$ cat config.mk
export PLATFORM = sky130hd
export DESIGN_NAME = bit_sampler_flat
export DESIGN_NICKNAME = d
export VERILOG_FILES = /design/src/rtl/bit_sampler_pkg.sv /design/src/rtl/bit_sampler_if.sv /design/src/rtl/mid_bit_strobe.sv /design/src/rtl/bit_sampler.sv /design/src/flat_wrapper.sv
export SDC_FILE = /design/constraint.sdc
export NUM_CORES = 1
export LEC_CHECK = 0
export CORE_MARGIN = 2
export CORE_UTILIZATION = 37
export CTS_CLUSTER_DIAMETER = 30
export DETAILED_ROUTE_END_ITERATION = 16
export HOLD_SLACK_MARGIN = 0.15
export PLACE_DENSITY = 0.72
export SYNTH_ARGS = -nofsm -noshare
export SYNTH_HDL_FRONTEND = slang
export SYNTH_HIERARCHICAL = 1
export SYNTH_SLANG_ARGS = --single-unit
$ cat constraint.sdc
create_clock -name clk_300M -period 2.26 [get_ports clk_300M]
set_input_delay 0.565 -clock clk_300M [delete_from_list [all_inputs] [get_ports clk_300M]]
set_output_delay 0.565 -clock clk_300M [all_outputs]
set_load 0.03 [all_outputs]
$ cat src/rtl/bit_sampler_pkg.sv
// Shared definitions for the clock-recovery / bit-sampling blocks.
// Holds the FSM encoding, the default period width and the period validity bounds.
package bit_sampler_pkg;

   localparam int CLK_LEN_DEF = 32;
   // Periods below this are too short to place a mid-bit strobe; all-ones means "no lock".
   localparam int FREQ_MIN    = 8;

   typedef enum logic [1:0] {
      ST_IDLE = 2'd0,
      ST_HUNT = 2'd1,
      ST_DATA = 2'd2
   } state_t;

endpackage

$ cat src/rtl/bit_sampler_if.sv
// Byte output handshake between the sampler (master) and its consumer (slave).
interface bit_sampler_if;

   logic [7:0] byte_data;
   logic       byte_valid;
   logic       byte_ready;

   modport master (output byte_data, output byte_valid, input byte_ready);
   modport slave  (input byte_data, input byte_valid, output byte_ready);

endinterface

$ cat src/rtl/mid_bit_strobe.sv
// Synchronizes the serial line and fires one strobe a quarter period after each
// recovered-clock rise, capturing the synchronized line value at that moment.
module mid_bit_strobe
   import bit_sampler_pkg::*;
#(
   parameter int CLK_LEN = CLK_LEN_DEF
) (
   input  logic               clk_300M,
   input  logic               rst,
   input  logic               i_signal,
   input  logic               i_clk_rec,
   input  logic [CLK_LEN-1:0] i_clk_freq,
   output logic               o_sample_stb,
   output logic               o_sample_bit
);

   logic               r_sig_meta;
   logic               r_sig_s;
   logic               r_clk_rec_d;
   logic [CLK_LEN-1:0] r_dly_cnt;
   logic               r_stb;
   logic               r_bit;
   logic               w_rise;

   assign w_rise       = i_clk_rec & ~r_clk_rec_d;
   assign o_sample_stb = r_stb;
   assign o_sample_bit = r_bit;

   // A new rise always restarts the countdown, so an interrupted bit never strobes.
   always_ff @(posedge clk_300M) begin
      if (rst) begin
         r_sig_meta  <= 1'b0;
         r_sig_s     <= 1'b0;
         r_clk_rec_d <= 1'b0;
         r_dly_cnt   <= '0;
         r_stb       <= 1'b0;
         r_bit       <= 1'b0;
      end else begin
         r_sig_meta  <= i_signal;
         r_sig_s     <= r_sig_meta;
         r_clk_rec_d <= i_clk_rec;
         r_stb       <= 1'b0;
         if (w_rise) begin
            r_dly_cnt <= i_clk_freq >> 2;
         end else if (r_dly_cnt != '0) begin
            r_dly_cnt <= r_dly_cnt - CLK_LEN'(1);
            if (r_dly_cnt == CLK_LEN'(1)) begin
               r_stb <= 1'b1;
               r_bit <= r_sig_s;
            end
         end
      end
   end

endmodule

$ cat src/rtl/bit_sampler.sv
// Frame-sync hunter and byte assembler on top of the mid-bit strobe, with a
// one-entry output holding register and a sticky overflow flag.
module bit_sampler
   import bit_sampler_pkg::*;
#(
   parameter int         CLK_LEN     = CLK_LEN_DEF,
   parameter logic [7:0] SYNC_WORD   = 8'hA5,
   parameter int         FRAME_BYTES = 4
) (
   input  logic               clk_300M,
   input  logic               rst,
   input  logic               signal,
   input  logic               clk_rec,
   input  logic [CLK_LEN-1:0] clk_freq,
   bit_sampler_if.master      byte_if,
   output logic               frame_start,
   output logic               locked,
   output logic               overflow
);

   localparam int BC_W = (FRAME_BYTES > 1) ? $clog2(FRAME_BYTES) : 1;

   state_t          r_state;
   state_t          w_state_nxt;
   logic [7:0]      r_shift;
   logic [7:0]      w_shift_nxt;
   logic [7:0]      w_shift_in;
   logic [2:0]      r_bit_cnt;
   logic [2:0]      w_bit_cnt_nxt;
   logic [BC_W-1:0] r_byte_cnt;
   logic [BC_W-1:0] w_byte_cnt_nxt;
   logic            w_fs_nxt;
   logic            w_byte_done;
   logic            w_freq_valid;
   logic            w_stb;
   logic            w_bit;
   logic            r_frame_start;
   logic [7:0]      r_byte_data;
   logic            r_byte_valid;
   logic            r_overflow;

   mid_bit_strobe #(
      .CLK_LEN (CLK_LEN)
   ) u_strobe (
      .clk_300M     (clk_300M),
      .rst          (rst),
      .i_signal     (signal),
      .i_clk_rec    (clk_rec),
      .i_clk_freq   (clk_freq),
      .o_sample_stb (w_stb),
      .o_sample_bit (w_bit)
   );

   assign w_freq_valid       = (clk_freq >= CLK_LEN'(FREQ_MIN)) && (clk_freq != '1);
   assign locked             = (r_state == ST_HUNT) || (r_state == ST_DATA);
   assign frame_start        = r_frame_start;
   assign overflow           = r_overflow;
   assign byte_if.byte_data  = r_byte_data;
   assign byte_if.byte_valid = r_byte_valid;

   always_comb begin
      w_state_nxt    = r_state;
      w_shift_nxt    = r_shift;
      w_bit_cnt_nxt  = r_bit_cnt;
      w_byte_cnt_nxt = r_byte_cnt;
      w_fs_nxt       = 1'b0;
      w_byte_done    = 1'b0;
      w_shift_in     = {r_shift[6:0], w_bit};
      if (!w_freq_valid) begin
         w_state_nxt    = ST_IDLE;
         w_shift_nxt    = '0;
         w_bit_cnt_nxt  = '0;
         w_byte_cnt_nxt = '0;
      end else begin
         case (r_state)
            ST_IDLE: w_state_nxt = ST_HUNT;
            ST_HUNT: begin
               if (w_stb) begin
                  w_shift_nxt = w_shift_in;
                  if (w_shift_in == SYNC_WORD) begin
                     w_state_nxt    = ST_DATA;
                     w_fs_nxt       = 1'b1;
                     w_bit_cnt_nxt  = '0;
                     w_byte_cnt_nxt = '0;
                  end
               end
            end
            ST_DATA: begin
               if (w_stb) begin
                  w_shift_nxt   = w_shift_in;
                  w_bit_cnt_nxt = r_bit_cnt + 3'd1;
                  if (r_bit_cnt == 3'd7) begin
                     w_byte_done = 1'b1;
                     // Clearing the shifter forces a full fresh sync word before the next frame.
                     if (r_byte_cnt == BC_W'(FRAME_BYTES - 1)) begin
                        w_state_nxt    = ST_HUNT;
                        w_shift_nxt    = '0;
                        w_byte_cnt_nxt = '0;
                     end else begin
                        w_byte_cnt_nxt = r_byte_cnt + BC_W'(1);
                     end
                  end
               end
            end
            default: w_state_nxt = ST_IDLE;
         endcase
      end
   end

   always_ff @(posedge clk_300M) begin
      if (rst) begin
         r_state       <= ST_IDLE;
         r_shift       <= '0;
         r_bit_cnt     <= '0;
         r_byte_cnt    <= '0;
         r_frame_start <= 1'b0;
         r_byte_data   <= '0;
         r_byte_valid  <= 1'b0;
         r_overflow    <= 1'b0;
      end else begin
         r_state       <= w_state_nxt;
         r_shift       <= w_shift_nxt;
         r_bit_cnt     <= w_bit_cnt_nxt;
         r_byte_cnt    <= w_byte_cnt_nxt;
         r_frame_start <= w_fs_nxt;
         // A completing byte may replace the held one only if that one leaves this cycle.
         if (w_byte_done && (!r_byte_valid || byte_if.byte_ready)) begin
            r_byte_data  <= w_shift_in;
            r_byte_valid <= 1'b1;
         end else if (w_byte_done) begin
            r_overflow   <= 1'b1;
         end else if (r_byte_valid && byte_if.byte_ready) begin
            r_byte_valid <= 1'b0;
         end
      end
   end

endmodule
$ cat src/flat_wrapper.sv
// flat-port wrapper written by rule: the top's interface ports become plain ports
module bit_sampler_flat import bit_sampler_pkg::*;
#(
   parameter int         CLK_LEN     = CLK_LEN_DEF,
   parameter logic [7:0] SYNC_WORD   = 8'hA5,
   parameter int         FRAME_BYTES = 4
)
  (clk_300M, rst, signal, clk_rec, clk_freq, frame_start, locked, overflow, byte_if_byte_data, byte_if_byte_valid, byte_if_byte_ready);
  bit_sampler_if byte_if_i ();
  input  logic clk_300M;
  input  logic rst;
  input  logic signal;
  input  logic clk_rec;
  input  logic [CLK_LEN-1:0] clk_freq;
  output logic frame_start;
  output logic locked;
  output logic overflow;
  output wire logic [$bits(byte_if_i.byte_data)-1:0] byte_if_byte_data;
  output wire logic [$bits(byte_if_i.byte_valid)-1:0] byte_if_byte_valid;
  input wire logic [$bits(byte_if_i.byte_ready)-1:0] byte_if_byte_ready;
  assign byte_if_byte_data = byte_if_i.byte_data;
  assign byte_if_byte_valid = byte_if_i.byte_valid;
  assign byte_if_i.byte_ready = byte_if_byte_ready;
  bit_sampler #(.CLK_LEN(CLK_LEN), .SYNC_WORD(SYNC_WORD), .FRAME_BYTES(FRAME_BYTES)) u_core (.clk_300M(clk_300M), .rst(rst), .signal(signal), .clk_rec(clk_rec), .clk_freq(clk_freq), .byte_if(byte_if_i), .frame_start(frame_start), .locked(locked), .overflow(overflow));
endmodule
==> results.txt, run 1 <==
----------------------------------------------------
[Status]
  Outcome ... complete, no violations

[Critical path]
  Largest fanout on the critical path ... 11
  Top delay family on crit path ... buffers and inverters
  Worst path cell trace ... clkdlybuf4s50_1, nand4_1, nor4_1, a2bb2oi_1, buf_4, buf_4, nand2b_1, buf_4, nor2_1
  Source of the worst register-to-register timing path ... u_core/u_strobe/r_dly_cnt[19]
  Register-to-Register Path Depth ... 5
  Slowest Stage Delay on Critical Path ... 0.51 ns
  Most Frequent Cell on Critical Path ... buf_4
  Slowest-stage cell, CP ... clkdlybuf4s50_1
  Startpoint kind of the worst setup timing path ... input pin
  Worst r2r dst ... u_core/u_strobe/r_dly_cnt[30]
  Number of buffer and inverter stages on the critical path ... 4
  Register-to-Register Setup Slack ... 0.06 ns
  Setup Crit Path Kind ... input pin to flop
  Required time of the critical path ... 2.49 ns
  CP endpoint kind ... flop
  Arrival time at the worst endpoint ... 2.46 ns

[Clock tree]
  CTS tree ... built
  CTS max path bufs ... 2
  CTS clk-pin slew, worst paths ... 0.06 ns
  # H-tree levels ... 3
  Number of buffers added to fix hold violations after cts ... 0
  Number of clock buffers inserted by TritonCTS ... 9
  Clk_lat worst skew ... 0.34 ns
  Clock sink count ... 62
  Clk Tree Root Cell ... clkbuf_8

[Timing]
  Fin. Hold Viols ... 0
  Worst max-slew margin expressed relative to the limit ... 47.18%
  Summed negative setup slack over all endpoints ... 0 ns
  Post-route clock period utilization ... 98.77%
  Unrepaired setup endpoints after global routing ... false
  Count of final setup violators ... 0
  Peak clock frequency supported by timing ... 448.0 MHz
  Final Critical Period ... 2.232 ns
  Transition time at the pin with the least slew margin ... 0.7915 ns
  Final Worst Setup Slack ... 0.02779 ns
  Post-Route Skew ... 0.005486 ns
  Slew Limit Fails ... 0

[Worst hold path]
  End of the worst hold path ... u_core/u_strobe/r_sig_s
  Min-Delay Path Depth ... 1
  Worst hold path startpoint ... u_core/u_strobe/r_sig_meta
  Class of the worst hold path ... flop to flop

[Detailed routing]
  Routed wirelength normalized by instance count ... 14.25 um
  DRT Wirelength ... 8.111 mm
  Number of vias per cell after detailed routing ... 5.402
  Detailed-route via count ... 3,074
  Residual DRC ... 0
  Number of routed nets with antenna violations ... 0
  First-pass iteration count of the detailed router ... 5
  Initial detailed-routing violation count ... 178

[Global routing]
  Vias in the first global route ... 2,935
  Overall fraction of global-route tracks in use ... 18.40%
  Pin count of the biggest net entering global routing ... 39
  Global routing usage on met3 ... 4.344%
  Grt ovf ... 0
  Wire length of the first global-routing pass ... 13.29 mm
  Met2 GRT Util ... 31.66%
  Met1 Usage GRT ... 22.16%
  Number of antenna violations at the first check in global routing ... 0
  Peak-usage layer in the global routing report ... met2

[Logic synthesis]
  Fraction of post-synthesis cell area in the top cell type by area ... 39.15%
  Number of cells produced by synthesis ... 372
  Share of flip-flops with an asynchronous set or reset ... 0%
  Syn avg cell area ... 8.523 um2
  Seq cells post-synth ... 62
  Library cells used by synthesis ... 46
  Seq/Total Area, Yosys ... 39.15%
  Warning count from the yosys run ... 6
  Top area cells in the synthesized netlist ... dfxtp_1 39%, nand2b_1 4.1%, nand2_1 3.9%, xor2_1 3.9%, mux2i_1 3.5%
  Number of enable flip-flop cells after synthesis ... 0
  Top-count cell post-synth ... dfxtp_1
  Most used flip-flop cell after synthesis ... dfxtp_1
  Post-Syn Area ... 3171 um2
  Net count after synthesis ... 417
  Top cells by instance count after synthesis ... 62 x dfxtp_1, 33 x nand2_1, 26 x nor2_1
  Cell type with the largest total area after synthesis ... dfxtp_1

[Final layout]
  Ant. Diodes ... 0
  Post-layout net count ... 504
  Final design area excluding fillers ... 4347 um2
  Layout cells sized above 1 ... 16.16%
  Growth of design area from synthesis to finish ... 37.10%
  Fillcell total ... 764

[Die]
  Ports ... 49
  Placeable core region ... 8258 um2
  Site row count ... 33
  Die H ... 96.57 um
  Die area ... 9326 um2
  Die Span X ... 96.57 um
  Initial standard-cell utilization of the core ... 38.39%

[Place]
  Worst slack at placement ... -0.3099 ns
  HPWL Detailed ... 5.911 mm
  Global placer's final weighted congestion ... 0.9070
  Area of placed instances ... 4065 um2
  Total of buffers placed on input and output ports ... 48

[Pwr]
  Pleak ... 1.603 nW
  Worst IR drop on VDD ... 0.3585 mV
  Pwr Total ... 0.003314 W
  PD cells ... 762.5 nW/um2

[Job]
  Max-cap check violation count ... 0

----------------------------------------------------
stage by stage:
step           util (%)  std cells  hold WS, ns
6_report          52.64        569       0.4508
5_1_grt           52.64        569       0.4636
4_1_cts           52.35        569       0.4539
3_5_place_dp      49.23        553       0.4333
3_3_place_gp      49.23        553       0.4364
2_1_floorplan         -        372       0.4138
per-layer routing:
| layer | part of all wire [%] | vias up |
|---|---|---|
| li1 | - | 1534 |
| met1 | 43 | 1408 |
| met2 | 47 | 114 |
| met3 | 7.2 | 18 |
| met4 | 2.2 | 0 |
| met5 | 0 | - |
final cells by class:
class | instances | area [um2] | area share [%]
sequential | 62 | 1241 | 28.55
clock inverter | 2 | 60.06 | 1.382
tap | 105 | 131.4 | 3.022
multi-input combinational | 288 | 1881 | 43.26
inverter | 7 | 26.28 | 0.6045
timing repair buffer | 91 | 814.5 | 18.74
clock buffer | 14 | 192.7 | 4.433
placed cells by master, fill, tap and decap left out, types with 6 or more instances in the layout:
master,n
nor2b_1,6
xnor2_1,11
clkbuf_8,14
clkdlybuf4s50_1,47
nand2b_1,21
nor3_1,16
ha_1,8
a21oi_1,16
a22oi_1,8
mux2i_1,11
xor2_1,14
nor4_1,11
dfxtp_1,62
nand4_1,16
nor2_1,25
nand3_1,19
o21ai_0,19
inv_1,7
nand2_1,33
buf_4,42
flip-flops by register name, summed over array words and instances (netlist names), 2 cells and up:
register,flops
u_core/byte_if.byte_data,8
u_core/r_byte_cnt,2
u_core/r_shift,7
u_core/u_strobe/r_dly_cnt,32
u_core/r_bit_cnt,3
u_core/r_state,2
cells by family (layout without fill, tap and decap cells):
logic type | after synthesis | in the layout | share of synthesized area (%)
flops | 62 | 62 | 39.15
fa+ha+maj | 8 | 8 | 3.157
compound gates | 61 | 61 | 12.08
mux | 11 | 11 | 3.473
simple gates | 183 | 183 | 32.56
buf+inv | 22 | 114 | 2.684
xor+xnor | 25 | 25 | 6.906
where the power goes:
group	leakage, nW	switching (W)	internal [W]
Clock	0.129	0.000413	0.000772
Combinational	0.968	0.000463	0.000420
Sequential	0.507	0.0000760	0.00117
worst max-delay path by stage:
stage | start | end | slack [ns] | cells past startpoint
2_1_floorplan | u_core/u_strobe/r_dly_cnt[17] | u_core/u_strobe/r_dly_cnt[30] | -0.01 | 6
3_3_place_gp | clk_freq[12] | u_core/byte_if.byte_data[5] | -0.27 | 7
3_5_place_dp | clk_freq[8] | u_core/byte_if.byte_data[6] | -0.31 | 7
4_1_cts | u_core/u_strobe/r_dly_cnt[0] | u_core/u_strobe/r_dly_cnt[10] | 0.01 | 8
5_1_grt | u_core/u_strobe/r_dly_cnt[19] | u_core/u_strobe/r_dly_cnt[30] | 0.01 | 5
6_report | clk_freq[9] | u_core/r_shift[3] | 0.03 | 9
worst reg2reg max path: cells and delay by family (launching register included):
kind / cells / cell delay, ns
AO/OA/AOI/OAI: 1 / 0.13
AND/OR/NAND/NOR: 4 / 1.68
flip-flops: 1 / 0.32
repair_timing:
item,CTS,global route
endpoints found under the setup margin,3,13
pin swaps,0,1
resized for setup,2,6
buffers inserted,0,0
Note: power is estimated with default switching activity, not from simulation.
==> run 2, diff against run 1 <==
Settings changed: HOLD_SLACK_MARGIN 0.15 to 0.03.
==> results of run 2 <==
Same layout as run 1: the final DEF is identical, and so are final timing and power.
==> patch (flow settings as in run 1) <==
`FRAME_BYTES` is set to 4 in 2 places; all go to 8.
--- a/src/rtl/bit_sampler.sv
+++ b/src/rtl/bit_sampler.sv
@@ -7,3 +7,3 @@
    parameter logic [7:0] SYNC_WORD   = 8'hA5,
-   parameter int         FRAME_BYTES = 4
+   parameter int         FRAME_BYTES = 8
 ) (
--- a/src/flat_wrapper.sv
+++ b/src/flat_wrapper.sv
@@ -5,3 +5,3 @@
    parameter logic [7:0] SYNC_WORD   = 8'hA5,
-   parameter int         FRAME_BYTES = 4
+   parameter int         FRAME_BYTES = 8
 )
Behaviour: same outputs for any inputs over 10 cycles, from zero or initial values and one cycle with rst high; that may be too few to reach the edited logic, so the function may still have changed.
==> patch against run 1 <==
Sequential share of layout area is essentially flat; synthesized area rose by 1.9%; cell count is 2.5% higher; worst setup slack lost 0.0055 ns; sequential cell count grew 1; design area grew 1.7%; power is 7.3% lower; clock skew is 0.0048 ns higher; non-clock buffer count increased by 3; critical endpoint is now u_core/u_strobe/r_dly_cnt[30]; fmax shrank 0.24%; routed wire length grew 1.5%; global-route usage fell by 0.85 points; first-iteration DRC count rose by 11%.
==> patch: results <==
export IMPL_initialDrtViolationCount=197
export IMPL_ys_seq_area_share_pct=39.1
export IMPL_grt_util_met3_pct=4.32
export IMPL_power_share_sequential_pct=41.2
export IMPL_arrival_ns=2.52
export IMPL_drive_gt1_share_pct=16.6
export IMPL_p_leak_nw=1.64
export IMPL_yosysUniqueCellTypes=44
export IMPL_final_nets=519
export IMPL_gp_congestion=0.864
export IMPL_finClkSkew_ns=0.0103
export IMPL_internal_power_w=0.00213
export IMPL_grt_max_degree=27
export IMPL_use_met1_pct=22.2
export IMPL_hpwlAfterDp_mm=6.13
export IMPL_grt_total_usage_pct=17.5
export IMPL_antenna_diode_count=0
export IMPL_synth_ff_type="dfxtp_1"
export IMPL_irDropWorstVdd_uv=231
export IMPL_syn_nets=429
export IMPL_p_per_area_nw_per_um2=695
export IMPL_cp_max_fo=2
export IMPL_grt_pass1_vias=3040
export IMPL_yosys_top_cells_area="dfxtp_1 (39%), ha_1 (4.3%), nand2b_1 (3.9%)"
export IMPL_grt_pass1_wl_mm=13.7
export IMPL_ff2ff_setup_slack_ns=0.02
export IMPL_status="complete, no violations"
export IMPL_relSlewSlack_pct=63.8
export IMPL_use_met2_pct=28.8
export IMPL_vias_per_cell=5.44
export IMPL_p_clk_w=0.000960
export IMPL_synthTopCellsByCount="dfxtp_1 (63), nand2_1 (33), nor2_1 (26)"
export IMPL_wl_per_cell_um=14.1
-- patch: cell count changes after synthesis, sizes merged, moves of 2 or more --
cell | before | now
a21oi | 17 | 19
nand4b | 4 | 2
ha | 8 | 11
o21ai | 20 | 23
nand4 | 16 | 20
-- patch: per-stage QoR --
| step | setup TNS (ns) | hold slack, ns | cell area, sq um | setup slack, ns | cells |
|---|---|---|---|---|---|
| finish | 0 | 0.463 | 4420 | 0.0223 | 583 |
| CTS | 0 | 0.468 | 4360 | 0.00184 | 583 |
| global route | -0.0235 | 0.477 | 4420 | -0.0235 | 583 |
| detailed placement | -3.09 | 0.453 | 4160 | -0.165 | 568 |
| global placement | -2.86 | 0.431 | 4160 | -0.160 | 568 |
| floorplan | -0.00991 | 0.414 | 3240 | -0.00991 | 381 |
-- patch: cell type report --
type | instances | area [sq um]
tap | 108 | 135
inverter | 6 | 22.5
timing repair buffer | 94 | 850
fill | 791 | 4170
clock inverter | 5 | 58.8
multi-input combinational | 297 | 1950
clock buffer | 10 | 138
sequential | 63 | 1260
-- patch: timing repair --
item                                    4_1_cts  5_1_grt
pin swaps                                     0        1
gates resized for setup                       1       13
endpoints found under the setup margin        1       11
-- patch: worst max path at each step --
stage / end / depth (start not counted) / startpoint
floorplan: u_core/u_strobe/r_dly_cnt[30] / 6 / u_core/u_strobe/r_dly_cnt[17]
global placement: u_core/byte_if.byte_data[1] / 8 / clk_freq[25]
detailed placement: u_core/byte_if.byte_data[0] / 8 / clk_freq[17]
CTS: u_core/u_strobe/r_dly_cnt[30] / 5 / u_core/u_strobe/r_dly_cnt[19]
global route: u_core/u_strobe/r_dly_cnt[30] / 7 / u_core/u_strobe/r_dly_cnt[0]
finish: u_core/u_strobe/r_dly_cnt[30] / 5 / u_core/u_strobe/r_dly_cnt[19]
-- patch: per-layer routing --
metal | up-vias | part of all wire, % | wire, um
met5 | - | 0 | 0
met4 | 0 | 1.8 | 145
met3 | 14 | 6.8 | 563
met2 | 122 | 47 | 3830
met1 | 1468 | 45 | 3690
li1 | 1570 | - | -
-- patch: cells by family after synthesis --
| kind of cell | count (synthesis) | synth area share [%] |
|---|---|---|
| simple gates | 186 | 32.1 |
| compound gates | 65 | 12.2 |
| flops | 63 | 39.1 |
| xor+xnor | 25 | 6.78 |
| buf+inv | 21 | 2.56 |
| fa+ha+maj | 11 | 4.26 |
| mux | 10 | 3.10 |
-- patch: critical path, cell delays in order (launching register included) --
cell	delay (ns)
dfxtp_2	0.33
or4_4	0.53
or3_4	0.39
or3_4	0.38
or4_4	0.43
a21oi_2	0.12
